### src/rtl/addsub_seq.sv
// rtl/addsub_seq.sv - byte-serial multi-byte add/subtract sequencer with an internal 8-bit adder.
// Processes one byte per RUN cycle, LSB first, chaining the carry; flags are registered at the last byte.
module addsub_seq #(
  parameter int NBYTES = 4,
  localparam int W = 8 * NBYTES
) (
  input  logic         CLK,
  input  logic         RST_N,
  input  logic         START,
  input  logic [1:0]   OP,
  input  logic         CIN,
  input  logic [W-1:0] A,
  input  logic [W-1:0] B,
  output logic         BUSY,
  output logic         DONE,
  output logic [W-1:0] RESULT,
  output logic         COUT,
  output logic         OVF,
  output logic         ZERO,
  output logic         CISEL,
  output logic         BSEL
);

  localparam int IW = (NBYTES > 1) ? $clog2(NBYTES) : 1;
  localparam logic [IW-1:0] LAST_IDX = IW'(NBYTES - 1);

  localparam logic [1:0] ST_IDLE = 2'd0;
  localparam logic [1:0] ST_RUN  = 2'd1;
  localparam logic [1:0] ST_FIN  = 2'd2;

  logic [1:0]    state_q, state_d;
  logic [W-1:0]  a_q, a_d;
  logic [W-1:0]  b_q, b_d;
  logic [1:0]    op_q, op_d;
  logic          cin_q, cin_d;
  logic [IW-1:0] idx_q, idx_d;
  logic          carry_q, carry_d;
  logic [W-1:0]  result_q, result_d;
  logic          cout_q, cout_d;
  logic          ovf_q, ovf_d;
  logic          zero_q, zero_d;

  logic [7:0] a_k, b_k, b_x;
  logic       ci0, ci_k, c7;
  logic [8:0] sum9;

  // OP[0] selects subtract-style (invert B); OP[1] selects the carry/borrow-in variants.
  assign ci0  = op_q[1] ? (cin_q ^ op_q[0]) : op_q[0];
  assign ci_k = (idx_q == '0) ? ci0 : carry_q;
  assign a_k  = a_q[{idx_q, 3'b000} +: 8];
  assign b_k  = b_q[{idx_q, 3'b000} +: 8];
  assign b_x  = op_q[0] ? ~b_k : b_k;
  assign sum9 = {1'b0, a_k} + {1'b0, b_x} + {8'b0, ci_k};
  assign c7   = a_k[7] ^ b_x[7] ^ sum9[7];

  always_comb begin
    state_d  = state_q;
    a_d      = a_q;
    b_d      = b_q;
    op_d     = op_q;
    cin_d    = cin_q;
    idx_d    = idx_q;
    carry_d  = carry_q;
    result_d = result_q;
    cout_d   = cout_q;
    ovf_d    = ovf_q;
    zero_d   = zero_q;
    case (state_q)
      ST_IDLE: begin
        if (START) begin
          a_d      = A;
          b_d      = B;
          op_d     = OP;
          cin_d    = CIN;
          idx_d    = '0;
          carry_d  = 1'b0;
          result_d = '0;
          cout_d   = 1'b0;
          ovf_d    = 1'b0;
          zero_d   = 1'b0;
          state_d  = ST_RUN;
        end
      end
      ST_RUN: begin
        result_d[{idx_q, 3'b000} +: 8] = sum9[7:0];
        carry_d = sum9[8];
        if (idx_q == LAST_IDX) begin
          cout_d  = sum9[8] ^ op_q[0];
          ovf_d   = c7 ^ sum9[8];
          zero_d  = (result_d == '0);
          state_d = ST_FIN;
        end else begin
          idx_d = idx_q + IW'(1);
        end
      end
      ST_FIN:  state_d = ST_IDLE;
      default: state_d = ST_IDLE;
    endcase
  end

  always_ff @(posedge CLK or negedge RST_N) begin
    if (!RST_N) begin
      state_q  <= ST_IDLE;
      a_q      <= '0;
      b_q      <= '0;
      op_q     <= '0;
      cin_q    <= 1'b0;
      idx_q    <= '0;
      carry_q  <= 1'b0;
      result_q <= '0;
      cout_q   <= 1'b0;
      ovf_q    <= 1'b0;
      zero_q   <= 1'b0;
    end else begin
      state_q  <= state_d;
      a_q      <= a_d;
      b_q      <= b_d;
      op_q     <= op_d;
      cin_q    <= cin_d;
      idx_q    <= idx_d;
      carry_q  <= carry_d;
      result_q <= result_d;
      cout_q   <= cout_d;
      ovf_q    <= ovf_d;
      zero_q   <= zero_d;
    end
  end

  assign BUSY   = (state_q == ST_RUN);
  assign DONE   = (state_q == ST_FIN);
  assign RESULT = result_q;
  assign COUT   = cout_q;
  assign OVF    = ovf_q;
  assign ZERO   = zero_q;
  assign CISEL  = (state_q == ST_RUN) & ci_k;
  assign BSEL   = (state_q == ST_RUN) & op_q[0];

endmodule

### config.mk
export PLATFORM = sky130hd
export DESIGN_NAME = addsub_seq
export DESIGN_NICKNAME = d
export VERILOG_FILES = /design/src/rtl/addsub_seq.sv
export SDC_FILE = /design/constraint.sdc
export NUM_CORES = 1
export LEC_CHECK = 0
export BUFFER_PORTS_ARGS = -buffer_cell sky130_fd_sc_hd__buf_4
export CAP_MARGIN = 0
export CORE_ASPECT_RATIO = 0.6
export CORE_MARGIN = 10
export CORE_UTILIZATION = 59
export DETAILED_ROUTE_END_ITERATION = 8
export GPL_TIMING_DRIVEN = 0
export PLACE_DENSITY = 0.82
export SYNTH_ARGS = -nofsm -noshare
export SYNTH_HDL_FRONTEND = slang
export SYNTH_SLANG_ARGS = --single-unit
### constraint.sdc
create_clock -name CLK -period 10.7 [get_ports CLK]
set_input_delay 2.14 -clock CLK [delete_from_list [all_inputs] [get_ports CLK]]
set_output_delay 2.14 -clock CLK [all_outputs]
set_load 0.02 [all_outputs]
==> summary.txt <==
Synth
  • Seq/Total Area, Yosys: about 52%
  • Syn_nets: around 470
  • Synthesis Warnings: 0
  • Post-synth top flop: dfrtp_1
  • Largest area contributor in the netlist: dfrtp_1
  • Yosys reg bits: ~110
  • Number of synthesized flops with an enable pin: 0
  • Post-Syn Area: ~5000 µm²
  • Yosys top cell area share: 52.07%
  • Largest cells by area after synthesis: dfrtp_1 (52%), mux2_2 (13%), mux4_2 (7.0%)
  • Average cell area after synthesis: around 13 µm²
  • Post-synth ARST share: 100.0%
  • Cells after synthesis: 385
  • Yosys cell types: 53

Worst setup path
  • Critical Path RT: 8.56 ns
  • Critical path startpoint: idx_q[1]$_DFFE_PN0P_
  • Worst r2r src: idx_q[1]$_DFFE_PN0P_
  • Crit path max fanout: 10
  • Most used cell, CP: clkbuf_1
  • Worst path top cell family by delay: buffers and inverters
  • Cells on worst reg2reg path: 16
  • Crit path DAT: approximately 3.2 ns
  • Slowest CP cell: buf_1
  • Max stage delay on crit path: approximately 0.57 ns
  • Crit. End Element: output port
  • Crit-path cells: clkbuf_1 -> buf_1 -> inv_1 -> ha_1 -> clkbuf_1 -> a21oi_1 -> and2_1 -> buf_4
  • Crit start category: register
  • Buf/Inv on CP: 5
  • Kind of critical path: reg2out
  • Reg2reg end: ZERO$_DFFE_PN0P_
  • R2R Setup Slk: roughly 5.7 ns

Cells and area
  • Fillers: 564
  • Area Growth Syn to Fin: 24.28%
  • Share of post-route cells with drive strength above 1: a little over two fifths
  • N_diodes: 0
  • Net count, final: about 590
  • Commonest non-fill, non-tap cells in the layout: dfrtp_1 (107), buf_4 (107), mux2_2 (59), a22o_1 (24), nand2_1 (18)

Clock tree
  • CTS Buf Count: 9
  • Clk root buf: clkbuf_16
  • Sink Count: 107
  • CTS tree: done
  • Clk_lat worst skew: around 0.36 ns
  • Cts hold-fix bufs: 0
  • Clock-pin slew on the worst setup and hold paths: about 0.070 ns
  • Post-CTS sizing: 0
  • Post-CTS Setup Bufs: 0
  • Clk buf depth: 2
  • H-Tree Depth: 3

Placement
  • Place WS: roughly 5.8 ns
  • GPL Wtd Cong: roughly 0.90
  • I/O Buffers: around 110
  • DP HPWL: 10430 µm

Global routing
  • Vias in the first global route: 4030
  • Initial antenna violation count: 0
  • Global-route wire length before repair: 22360 µm
  • Grt ovf: 0
  • Total Routing Usage GR: a little over a fifth
  • Largest net degree at the start of global routing: around 110

Timing
  • Setup TNS: 0 ns
  • Slew Limit Fails: 0
  • Fin Clk Skew: 0.006791 ns
  • Endpoints failing setup: 0
  • Setup ws final: 5.395 ns
  • Relative slew slack: 37.79%
  • Final Hold Vio Count: 0
  • Final period utilization: between 40 and 50%
  • Slew at the pin with the worst max-slew slack: 0.9331 ns
  • Tmin final: around 5.3 ns
  • RSZ-0062 raised after global routing: false
  • Fmax: between 0.15 and 0.2 GHz

Status
  • Run status: complete, no violations

Drt
  • Avg WL per Cell: 22.69 µm
  • Drt first pass iters: 5
  • DR iter-0 viols: roughly 340
  • Antenna viol nets, final: 0
  • DRC: 0
  • Vias: 3817
  • Drt via density: 6.156
  • WL final: ~14000 µm

Floorplan
  • Cell Rows: 26
  • Core Area: roughly 8500 µm²
  • Ports: roughly 110
  • Area of the die: roughly 13000 µm²
  • Die W: between 100 and 150 µm
  • Die Height: 92.32 µm
  • Initial Util: 60.57%

Flow run
  • Max cap viols: 0

Worst hold path
  • Hold Path Sink: a_q[22]$_DFFE_PN0P_
  • Hold Path Stages: 1
  • Worst hold start: a_q[22]$_DFFE_PN0P_
  • Worst hold path class: reg2reg
## worst max-delay path by stage
stage / end / slack, ns / cells after the start
after floorplan: CISEL / 6.63 / 7
after global placement: CISEL / 5.93 / 8
after detailed placement: CISEL / 5.84 / 8
after CTS: CISEL / 5.40 / 8
after global routing: CISEL / 5.21 / 8
final: CISEL / 5.40 / 8
## state kept, by name, summed over array words and instances, names as in the netlist
register  cells
op_q          2
b_q          32
ZERO          1
RESULT       32
carry_q       1
OVF           1
idx_q         2
state_q       2
cin_q         1
COUT          1
a_q          32
## cell type report
class / instances / area (µm²) / share of cell area [%]
plain buffers: 17 / 80.08 / 1.253
clock buffers: 11 / 242.7 / 3.798
clock inverters: 4 / 51.30 / 0.8027
inverters: 10 / 37.54 / 0.5873
multi-input cells: 251 / 2347 / 36.73
flip-flops and latches: 107 / 2678 / 41.90
well taps: 112 / 140.1 / 2.193
repair buffers: 108 / 814.5 / 12.74
## synthesized netlist by cell type (2+ instances only)
cell type    n
buf_2        5
and2_1       2
nand2_1     18
mux2_2      59
o211ai_1     2
clkbuf_1     9
ha_1        12
dfrtp_1    107
mux4_2      16
mux2_1       9
a211oi_2     2
o21ai_0      7
nor3b_1      3
xor2_1      11
a22o_1      24
nor2b_1      5
nor2_1      15
xnor2_1      4
o22ai_1      6
buf_1        2
inv_1        9
a21oi_1     13
fa_1         2
nand3_1      3
nor4_1       6
nor3_1       7
## worst reg2reg max path, stage by stage (launching register included)
cell      delay [ns]
dfrtp_1         0.41
clkbuf_1        0.44
buf_1           0.57
inv_1           0.18
ha_1            0.24
clkbuf_1        0.24
nor2_1          0.17
a21oi_1         0.11
fa_1            0.50
inv_1           0.10
fa_1            0.20
nor2b_1         0.08
o311ai_2        0.34
a21oi_1         0.18
a211oi_2        0.65
o41ai_2         0.18
a32o_1          0.27
## layer usage
layer  up-vias  wire, µm  global-route usage [%]
li1       1666         -                       -
met1      1916      6320                   30.27
met2       208      6161                   32.07
met3        27      1342                   7.751
met4         0       244                   6.250
met5         -         0                       0
## metrics by stage
step	std cells	hold slack (ns)	utilization (%)	area [µm²]
floorplan	385	0.4524	-	5142
global placement	605	0.4615	71.77	6093
detailed placement	605	0.4731	71.77	6093
CTS	620	0.4893	75.23	6387
global route	620	0.5015	75.27	6391
finish	620	0.4897	75.27	6391
## kinds of logic after synthesis
family | after synthesis | share of synthesized area [%]
AO/OA/AOI/OAI | 66 | 10.15
XOR/XNOR | 15 | 2.555
adder cells (fa/ha/maj) | 14 | 3.698
buffers and inverters | 27 | 2.287
flip-flops | 107 | 52.07
multiplexers | 85 | 22.09
AND/OR/NAND/NOR | 71 | 7.154
Power is left out: the tool's default activity adds up to more than one toggle a clock period on the data nets, which glitch-free logic cannot reach.
